--- src/rtl/round_robin_arbiter_hold.sv ---
// ----------------------------------------------------------------------------
// round_robin_arbiter_hold
//
// Registered round-robin arbiter with grant hold and bounded tenure.
// The current owner keeps the grant while its request stays high. Once it has
// held for HOLD_MAX cycles and another requester is waiting, the grant is
// forcibly rotated to the next requester. Rotation starts just above the
// last winner, so every requester is eventually served.
//
// Parameters
//   WORD_WIDTH  number of requesters (bit 0 wins first after reset)
//   HOLD_MAX    max consecutive grant cycles while others wait; 0 = unlimited
//   HOLD_WIDTH  tenure counter width, must be able to hold HOLD_MAX
//
// Ports
//   clock        in   rising-edge clock
//   reset        in   asynchronous, active-high reset
//   requests     in   [WORD_WIDTH-1:0] level-sensitive request bits
//   grant        out  [WORD_WIDTH-1:0] registered one-hot grant, or zero
//   grant_valid  out  registered, high when grant != 0
//   preempted    out  registered one-cycle pulse when the grant is rotated
//                     away from an owner that still requests
// ----------------------------------------------------------------------------
module round_robin_arbiter_hold #(
   parameter int WORD_WIDTH = 4,
   parameter int HOLD_MAX   = 8,
   parameter int HOLD_WIDTH = 4
) (
   input  logic                  clock,
   input  logic                  reset,
   input  logic [WORD_WIDTH-1:0] requests,
   output logic [WORD_WIDTH-1:0] grant,
   output logic                  grant_valid,
   output logic                  preempted
);

   typedef enum logic {IDLE, BUSY} state_t;

   localparam logic [WORD_WIDTH-1:0] WORD_ONE = WORD_WIDTH'(1);
   // Reset value of last: the top bit, so the first rotation wraps to bit 0.
   localparam logic [WORD_WIDTH-1:0] LAST_RST = WORD_ONE << (WORD_WIDTH - 1);
   localparam logic [HOLD_WIDTH-1:0] HOLD_LIM = HOLD_WIDTH'(HOLD_MAX);
   localparam logic [HOLD_WIDTH-1:0] COUNT_ONE = HOLD_WIDTH'(1);

   state_t                  state, state_nxt;
   logic [WORD_WIDTH-1:0]   last, last_nxt;
   logic [WORD_WIDTH-1:0]   grant_nxt;
   logic [HOLD_WIDTH-1:0]   count, count_nxt;
   logic                    preempted_nxt;
   logic [WORD_WIDTH-1:0]   others;

   // Round-robin pick: lowest request strictly above lst, else lowest overall.
   // (lst << 1) - 1 is a mask of lst and everything below it; when lst is the
   // top bit the shift overflows to 0 and the mask becomes all ones, so
   // "above" is empty and the pick wraps to the lowest set bit.
   function automatic logic [WORD_WIDTH-1:0] pick(
      input logic [WORD_WIDTH-1:0] req,
      input logic [WORD_WIDTH-1:0] lst
   );
      logic [WORD_WIDTH-1:0] above;
      above = req & ~((lst << 1) - WORD_ONE);
      if (above != '0) begin
         pick = above & (-above);
      end else begin
         pick = req & (-req);
      end
   endfunction

   assign others = requests & ~grant;

   // NOTE: every variable driven here gets a default first so no path can
   // leave it unassigned and infer a latch.
   always_comb begin
      state_nxt     = state;
      grant_nxt     = grant;
      last_nxt      = last;
      count_nxt     = count;
      preempted_nxt = 1'b0;

      if (state == IDLE) begin
         if (requests != '0) begin
            grant_nxt = pick(requests, last);
            last_nxt  = grant_nxt;
            count_nxt = COUNT_ONE;
            state_nxt = BUSY;
         end else begin
            grant_nxt = '0;
         end
      end else begin
         if ((requests & grant) == '0) begin
            // Owner released: hand over directly, no idle bubble.
            grant_nxt = pick(requests, last);
            count_nxt = COUNT_ONE;
            if (requests == '0) begin
               state_nxt = IDLE;
            end else begin
               last_nxt = grant_nxt;
            end
         end else if ((HOLD_MAX != 0) && (count >= HOLD_LIM) && (others != '0)) begin
            // Tenure exhausted with others waiting: rotate away from owner.
            grant_nxt     = pick(others, last);
            last_nxt      = grant_nxt;
            count_nxt     = COUNT_ONE;
            preempted_nxt = 1'b1;
         end else if (count < HOLD_LIM) begin
            count_nxt = count + COUNT_ONE;
         end
      end
   end

   // NOTE: state registers use non-blocking assignments so every flop samples
   // the pre-edge values regardless of statement order.
   always_ff @(posedge clock or posedge reset) begin
      if (reset) begin
         state       <= IDLE;
         grant       <= '0;
         grant_valid <= 1'b0;
         preempted   <= 1'b0;
         last        <= LAST_RST;
         count       <= '0;
      end else begin
         state       <= state_nxt;
         grant       <= grant_nxt;
         grant_valid <= (grant_nxt != '0);
         preempted   <= preempted_nxt;
         last        <= last_nxt;
         count       <= count_nxt;
      end
   end

endmodule

--- config.mk ---
export PLATFORM = sky130hd
export DESIGN_NAME = round_robin_arbiter_hold
export DESIGN_NICKNAME = d
export VERILOG_FILES = /design/src/rtl/round_robin_arbiter_hold.sv
export SDC_FILE = /design/constraint.sdc
export NUM_CORES = 1
export LEC_CHECK = 0
export ABC_AREA = 1
export CORE_AREA = 2 2 46 48
export CTS_CLUSTER_DIAMETER = 30
export DETAILED_ROUTE_END_ITERATION = 12
export DIE_AREA = 0 0 48 50
export HOLD_SLACK_MARGIN = 0.03
export PLACE_DENSITY = 0.8
export SLEW_MARGIN = 5
export SYNTH_ARGS = -nofsm -noshare
export SYNTH_HDL_FRONTEND = slang
export SYNTH_SLANG_ARGS = --single-unit
--- constraint.sdc ---
create_clock -name clock -period 3.3 [get_ports clock]
set_clock_uncertainty 0.15 [all_clocks]
set_input_delay 0.99 -clock clock [delete_from_list [all_inputs] [get_ports clock]]
set_output_delay 0.99 -clock clock [all_outputs]
set_load 0.01 [all_outputs]
==> Word level (Yosys, flattened, before mapping) <==
Index checks and enable logic that the tools add are counted.
{ "word_totals": {"reg_bits": 14, "latch_bits": 0, "ramBits": 0, "rom_bits": 0, "n_memories": 0} }
{ "classes": {"n_addsub": 6, "multipliers": 0, "div_mod_pow": 0, "magnitude_cmp": 2, "eq_ne": 3, "shift": 0, "mux": 23, "n_bitwise": 10, "reduce_logical": 11} }
{ "op_table": {"columns": ["op", "count"], "rows": [
  ["$mux 4", 11],
  ["$and 4x4->4", 8],
  ["$reduce_bool 4->1", 5],
  ["$neg 4->4", 4],
  ["$mux 3", 5],
  ["$logic_not 4->1", 2],
  ["$not 4->4", 2],
  ["$mux 1", 7],
  ["$add 4x1->4 const B", 1],
  ["$ge 4x4->1 const B", 1],
  ["$lt 4x4->1 const B", 1],
  ["$ne 4x1->1 const B", 1],
  ["$sub 4x1->4 const B", 1],
  ["$ne 3x1->1 const B", 1],
  ["$ne 3x3->1 const B", 1],
  ["$reduce_and 3->1", 1],
  ["$reduce_and 2->1", 1],
  ["$reduce_bool 2->1", 1],
  ["$logic_and 1x1->1", 1]
]} }

==> Logic depth before layout (Yosys ltp) <==
Gate-level depths: netlist of the first run.
{ "depth": {"depth_word": 10, "mapped_depth": 11} }

==> Least setup slack after synthesis of the first run <==
Ideal clock, no wire load.
{ "synth_timing": {"path_type": "input -> register", "start": "in requests[0]", "end": "reg grant[0]", "setup_ns": 0.118, "arrival_time_ns": 1.714, "required_ns": 3.032, "slack_ns": 1.318, "stages": 8, "path_buffers": 0, "path_cell_list": "nand2_1 -> nand2_2 -> o21ai_4 -> nand2_4 -> nand2_4 -> inv_2 -> nand2_2 -> o21ai_2"} }
{ "synth_via": {"elab_chain_cells": 8, "word_cells_on_any_way": 24} }
{ "synth_rtl": {"columns": ["item", "line", "text"], "rows": [
  ["start, declared", "31", "input logic [WORD_WIDTH-1:0] requests,"],
  ["$and 4x4->4", "69", "assign others = requests & ~grant;"],
  ["$and 4x4->4", "61", "above = req & ~((lst << 1) - WORD_ONE);"],
  ["$neg 4->4", "63", "pick = above & (-above);"],
  ["$and 4x4->4", "63", null],
  ["$mux 4", "62", "if (above != '0) begin"],
  ["$mux 4", "99", "end else if ((HOLD_MAX != 0) && (count >= HOLD_LIM) && (others != '0)) begin"],
  ["$mux 4", "90", "if ((requests & grant) == '0) begin"],
  ["$mux 4 (*)", "80", "if (state == IDLE) begin"],
  ["via grant_nxt[0]", "47", "logic [WORD_WIDTH-1:0] grant_nxt;"],
  ["end signal, assigned", "123", "grant <= grant_nxt;"],
  ["end, declared", "32", "output logic [WORD_WIDTH-1:0] grant,"]
]} }
Mark *: on every way through the listed nets, which the timed path passes. The rest lies on a longest branch.
A chain may end at the register's enable or synchronous reset.

==> Worst setup path in the final report of the first run <==
{ "layout_timing": {"start": "reg grant[1]", "end": "out grant[1]"} }
No word-level cell between the ends.

==> summary by stage, run 1 <==
Synthesis
The synthesized design contains 14 register bits. The number of nets handed over by synthesis was 149. In this run the cell area of the synthesized design comes to 971 µm². The average cell area after synthesis is 6.94 µm².

The share of flip-flops with an asynchronous set or reset is between 90% and 100%. The synthesized instance count is 140. The number of different library cells used by synthesis comes to 19. The most used flip-flop cell after synthesis is sky130_fd_sc_hd__dfrtp_1. Yosys mapped a number of flops with a built-in enable equal to 0.

The sequential element share of the synthesized area is between 30 and 40%. The Yosys warning count is 0.

Global routing
The initial antenna violation count was 0. The number of global-route vias before repair is 900. Entering global routing, the biggest net connects 15 pins.

The first global-routing pass estimated 3.70 mm of wire. Summed over all layers, the global routing overflow is 0. Global routing consumed, over all layers together, 21.5% of the routing resources.

Place
The count of buffers added on input and output ports is 11. Detailed placement ended at an HPWL of 1.70 mm. The post-detailed-placement cell area is ~1100 µm². At the placement stage, the worst setup path has a slack of 0.604 ns. The global placement routability congestion is about 0.85.

Worst setup path
The cell family contributing the most delay on the critical path is buffers and inverters. In this run the critical register-to-register path is launched from last[0]$_DFFE_PP0P_. The worst-case reg-to-reg path depth is 9. The total number of cells along the worst setup path is 1. The kind of capture point of the worst setup path is a primary output. Together, buffers and inverters on the worst path number 1. At the worst endpoint, the arrival time is between 1 and 1.5 ns.

In this run the worst setup path terminates at grant[1]. Traced cell by cell, the critical path runs through clkdlybuf4s50_1. The data required time of the worst path is 2.16 ns. The capturing point of the worst reg2reg path is last[0]$_DFFE_PP0P_. The slowest stage of the critical path belongs to the cell sky130_fd_sc_hd__clkdlybuf4s50_1. The largest single stage delay on the critical path is 0.57 ns. Across all register-to-register paths, the minimum setup slack is 1.60 ns. The critical path is of the register to primary output type.

The source of the critical timing path is grant[1]$_DFF_PP0_. The type of origin of the critical path is a register. The highest net fanout along the worst path is 5.

Floorplanning
The area of the core region is 1900 µm². The boundary pin count is 12. The die outline area is 2400 µm².

The die outline height is 50 µm. The number of placement rows is 16. The die span in x is 48 µm. The initial standard-cell utilization of the core is between 50% and 60%.

Cells and area
In the final design database the tool counted between 150 and 200 nets. The fraction of final layout cells with drive strength greater than 1 is 13.6%. The finished layout cell area is 1140 µm². Relative to the synthesized area, the layout overhead comes to 17.1%. Fill cells in the final layout number between 150 and 200.

The number of inserted diodes is 0.

Clocking
The clock tree from TritonCTS is yes. The clock passes through at most 2 buffers. The post-cts sizing count is 0. CTS built an H-tree with a depth of 1. The total CTS buffers is 3. The quantity of hold-fixing buffers added after cts is 0. The post-CTS setup-driven buffer insertion count is 0. The number of sinks driven by the clock tree is 14.

Clock-pin slew was measured on the worst setup and hold paths at 0.08 ns. The master cell of the clock root buffer is sky130_fd_sc_hd__clkbuf_4. The latest clock arrival within the worst-skew pair is 0.28 ns.

Power and ir drop
In this run the static leakage power is 0.000582 µW. The register share of total power is 31.1%. The switching power as a share of total power is 47.5%. The total internal power is 436 µW. The share of total power dissipated in the clock network is 11.7%. The combinational share of power is 57.1%.

In this run the power spent charging and discharging nets is 394 µW. Power spread over the standard cell area amounts to 730 nW/µm². IR analysis of the VDD net gives a maximum drop of ~0.45 mV.

STA
For this run, the top clock speed supported by timing is 411 MHz. After layout, the worst setup slack is 0.869 ns. The final hold violation count is 0.

For the finished layout, the period the worst path requires is 2.43 ns. The worst slack on hold paths is 0.338 ns. The worst path uses 73.7% of the clock period. Measured against its own limit, the worst slew margin works out to between 60% and 70%.

The final setup violation count is 0. The setup TNS after final layout is 0 ns. The number of pins with negative max-slew slack in the final report is 0. Setup repair after global routing left no endpoint under its margin. The slew at the pin with the worst max-slew slack is 0.540 ns.

Route
Detailed routing inserted a total of about 900 vias. The violation count after the first detailed-route iteration is 42. The average wire per cell in the routed design is approximately 11 µm. The first-pass iteration count of the detailed router is 6. The final layout contains routed wiring with a total length of 2.08 mm. In this run the remaining antenna-violating nets after routing total 0. The via density per instance is 5.03. The post-route DRC violation count is 0.

Flow run
The tool flagged a number of max-cap violations equal to 0.

Min path
The class of the tightest hold or removal check is register to register.

Run status
The run finished with clean final reports.
[stage by stage]
| stage | total power, µW | utilization, % | std cells |
|---|---|---|---|
| 4_1_cts | 834 | 59.8 | 181 |
| 2_1_floorplan | 607 | - | 140 |
| 3_3_place_gp | 729 | 58.6 | 178 |
| 3_5_place_dp | 734 | 58.6 | 178 |
| 6_report | 830 | 59.8 | 181 |
| 5_1_grt | 918 | 59.8 | 181 |
[how the worst min path moves through the flow]
| stage | from | end | slack [ns] | cells past startpoint |
|---|---|---|---|---|
| 3_3_place_gp | last[1]$_DFFE_PP0P_ | last[1]$_DFFE_PP0P_ | 0.32 | 2 |
| 3_5_place_dp | last[1]$_DFFE_PP0P_ | last[1]$_DFFE_PP0P_ | 0.32 | 2 |
| 6_report | last[1]$_DFFE_PP0P_ | last[1]$_DFFE_PP0P_ | 0.34 | 2 |
| 2_1_floorplan | last[1]$_DFFE_PP0P_ | last[1]$_DFFE_PP0P_ | 0.30 | 2 |
| 5_1_grt | last[1]$_DFFE_PP0P_ | last[1]$_DFFE_PP0P_ | 0.38 | 2 |
| 4_1_cts | last[1]$_DFFE_PP0P_ | last[1]$_DFFE_PP0P_ | 0.34 | 2 |
[logic make-up (layout without fill, tap and decap cells)]
family          count (synthesis)  count (layout)  synth area share [%]
fa+ha+maj                       3               3                  3.87
simple gates                   84              84                  41.1
compound gates                 12              12                  8.51
flops                          14              14                  36.1
buf+inv                        27              41                  10.4
[area by class of cell]
type / instances / area (µm²) / share of cell area [%]
inverter: 27 / 101 / 8.91
tap: 27 / 33.8 / 2.97
multi-input combinational: 99 / 519 / 45.7
sequential: 14 / 350 / 30.8
timing repair buffer: 11 / 110 / 9.68
clock buffer: 3 / 22.5 / 1.98
[power by group through the flow]
stage / Clock, µW / Combinational [µW] / Sequential [µW]
finish: 97.4 / 474 / 258
global route: 106 / 546 / 265
CTS: 100 / 475 / 258
detailed placement: 0 / 473 / 261
global placement: 0 / 468 / 261
floorplan: 0 / 347 / 260
[per-layer routing]
metal	GRT usage [%]	vias to the layer above	wire length, µm
met1	28.0	411	881
met2	33.8	27	1060
li1	-	466	-
met3	3.66	7	96
met5	0	-	0
met4	9.01	0	43
[synth_stat cells (3+ instances only)]
cell type / n / area, µm²
sky130_fd_sc_hd__a21oi_1: 4 / 20.0
sky130_fd_sc_hd__nand3_1: 17 / 85.1
sky130_fd_sc_hd__dfrtp_1: 14 / 350
sky130_fd_sc_hd__nand2_2: 6 / 37.5
sky130_fd_sc_hd__nor2_1: 13 / 48.8
sky130_fd_sc_hd__ha_1: 3 / 37.5
sky130_fd_sc_hd__o21ai_2: 3 / 26.3
sky130_fd_sc_hd__inv_1: 25 / 93.8
sky130_fd_sc_hd__nor3_1: 3 / 15.0
sky130_fd_sc_hd__nand2_1: 35 / 131
sky130_fd_sc_hd__nand4_1: 4 / 25.0
[sequential cells by signal, summed over array words and instances (netlist names)]
name / flops
grant: 4
count: 4
state: 1
preempted: 1
last: 3
grant_valid: 1
[placed cells by master (no fill, tap or decap), drive strengths merged]
master,count
nand3,18
ha,3
o21ai,8
inv,27
dfrtp,14
nand4,4
clkdlybuf4s50,11
a21oi,4
nand2,43
nor2,16
nor3,3
clkbuf,3
Power figures use the tool's default switching activity.
==> run 2, diff against run 1 <==
==> constraint.sdc (replaced) <==
create_clock -name clock -period 2.4 [get_ports clock]
set_clock_uncertainty 0.15 [all_clocks]
set_input_delay 0.72 -clock clock [delete_from_list [all_inputs] [get_ports clock]]
set_output_delay 0.72 -clock clock [all_outputs]
set_load 0.01 [all_outputs]
==> summary by stage, run 2 (synthesis gave the netlist of run 1 again) <==
STA
The number of pins with negative max-slew slack in the final report came to 0 (unchanged). The final setup violation count was 0 (unchanged). Setup repair after global routing left no endpoint under its margin.

The setup TNS after final layout is 0 ns (unchanged). The maximum clock frequency is between 400 and 500 MHz. The worst max-slew margin expressed relative to the limit came to 64.4% (+0.44 points). The clock period minus final worst setup slack is 2.18 ns. The final hold violation count came to 0 (unchanged).

The final period utilization is 90.8%. The slew at the pin with the worst max-slew slack is 0.533 ns (-0.00655 ns).

Route
The average wire per cell in the routed design is 11.8 µm (+2.6%). The first-pass iteration count of the detailed router is 4 (-2). The total number of vias was 992 (+8.9%).

The residual antenna-violating net count after detailed routing is 0 (unchanged). The total routed wirelength is 2.19 mm (+5.5%). The via density per instance is 5.33 (+6.0%).

The violation count after the first detailed-route iteration was 40 (-4.8%). The post-route DRC violation count is 0 (unchanged).

Worst setup path
In this design, the largest share of critical-path delay is due to buffers and inverters. The buffer and inverter count on the worst path is 1 (unchanged). The data required time of the worst path is 1.53 ns (-0.63 ns). The data arrival time of the critical path is 1.31 ns (+0.02 ns). The kind of critical path is register to primary output. The biggest cell delay along the critical path is 0.58 ns (about the same).

For this design, the slowest cell found on the critical path is sky130_fd_sc_hd__clkdlybuf4s50_1. The type of origin of the critical path is a register. Walking the worst path, the cells encountered are clkdlybuf4s50_1. The highest net fanout along the worst path is 5 (unchanged). The kind of capture point of the worst setup path is a primary output.

Floorplanning
The initial standard-cell utilization of the core was 51.1% (unchanged). The die outline area is 2400 µm² (unchanged). The area of the core region is 1900 µm² (unchanged).

The die outline height is 50 µm (unchanged). The boundary pin count is 12 (unchanged). The die span in x is 48 µm (unchanged).

The number of placement rows is 16 (unchanged).

Global routing
The number of global-route vias before repair came to 903 (+0.33%). The maximum number of pins on one net before global-route repair came to 15 (unchanged). The leftover overflow at the end of global routing is 0 (unchanged). The total track usage is 20.5% (-1.0 points).

The initial antenna violation count is 0 (unchanged). The first-pass GRT wire length is 3.59 mm (-2.8%).

Cells and area
The final net count came to 170 (+3.0%). The largest registers in the layout are count x4, grant x4, last x3. The number of filler cells placed in the layout was 174 (-8.9%). The post-synthesis to final-layout area growth is 21.0%. The fraction of final layout cells with drive strength greater than 1 came to 16.4% (+2.7 points). The library cell used most frequently in the layout, excluding fill and tap cells, is sky130_fd_sc_hd__nand2_1. The share of the core filled with cells came to 61.8% (+2.0 points). The number of inserted diodes came to 0 (unchanged). In the layout the commonest cells are sky130_fd_sc_hd__nand2_1, sky130_fd_sc_hd__inv_1, sky130_fd_sc_hd__nand3_1. The filler-free cell count of the finished design is 186 (+2.8%).

Clocking
The clock tree from TritonCTS is yes. The post-CTS setup-driven buffer insertion count is 0 (unchanged). The post-cts sizing count is 0 (unchanged). The quantity of hold-fixing buffers added after cts is 0 (unchanged).

The CTS clock-pin slew for the worst setup and hold paths was 0.08 ns (about the same). The latest clock arrival within the worst-skew pair is 0.27 ns (about the same). The total CTS buffers is 3 (unchanged). The maximum clock path buffer count came to 2 (unchanged).

The depth of the CTS H-tree is 1 (unchanged). The tree is rooted in a sky130_fd_sc_hd__clkbuf_4. The number of sinks driven by the clock tree is 14 (unchanged).

Power and ir drop
The total power is 1180 µW (+43%). The standby leakage power came to 0.000605 µW (+4.0%). The combinational share of power is 59.1% (+2.0 points). The switching power as a share of total power is 47.1% (-0.41 points). The clock group share of total power is 10.5% (-1.2 points).

The register share of total power was 30.3% (-0.8 points). The maximum VDD drop was 0.619 mV (+36%). The total power density per cell area was 1010 nW/µm² (+38%). The switching component of the power is 557 µW (+41%).

The total internal power is 626 µW (+44%).

Place
The global placement routability congestion is 0.918 (+7.5%). The count of placed standard cells including taps is 183 (+2.8%). The detailed-placement wirelength estimate is 1.74 mm (+2.2%).

The number of port buffers is 11 (unchanged).

Min path
The class of the tightest hold or removal check is register to register.

Run status
The flow ran to the end, and the final reports show no timing, DRC or antenna violations.

Flow run
The max-capacitance violation count is 0 (unchanged).
[run 2: cell count changes in the layout (fill, tap and decap cells not counted), sizes merged]
cell and change:
buf +5
[run 2: worst paths after layout]
check	startpoint	end	slack, ns	depth (start not counted)
setup / recovery	grant[2]$_DFF_PP0_	grant[2]	0.22	1
hold / removal	last[1]$_DFFE_PP0P_	last[1]$_DFFE_PP0P_	0.34	2
setup reg to reg	last[0]$_DFFE_PP0P_	grant[0]$_DFF_PP0_	0.64	9
hold reg to reg	last[1]$_DFFE_PP0P_	last[1]$_DFFE_PP0P_	0.34	2
max in group asynchronous	reset	count[2]$_DFFE_PP0P_	1.12	2
min in group asynchronous	reset	count[1]$_DFFE_PP0P_	0.63	2
[run 2: final cells by class]
class | instances | area (µm²) | area share (%)
Multi-Input combinational cell | 99 | 519 | 44.2
Timing Repair Buffer | 16 | 148 | 12.6
Sequential cell | 14 | 350 | 29.8
Tap cell | 27 | 33.8 | 2.88
Inverter | 27 | 101 | 8.63
Clock buffer | 3 | 22.5 | 1.92
[run 2: metrics by stage]
step	hold slack, ns	worst slack [ns]	area (µm²)
after global placement	0.317	0.126	1150
final	0.341	0.221	1170
after global routing	0.391	0.200	1170
after detailed placement	0.329	0.0792	1150
after floorplan	0.299	0.688	971
after CTS	0.346	0.239	1170
[run 2: power groups by stage]
stage / combinational (µW) / clock (µW) / sequential, µW
floorplan: 477 / 0 / 358
global placement: 667 / 0 / 358
detailed placement: 690 / 0 / 360
CTS: 697 / 128 / 357
global route: 785 / 136 / 364
finish: 699 / 125 / 359
[run 2: metal layers]
metal	GRT usage [%]	part of all wire, %	vias to the layer above
met4	6.31	1.3	0
met3	2.20	9.0	6
met5	0	0	-
met1	25.6	39	448
met2	35.1	51	58
li1	-	-	480
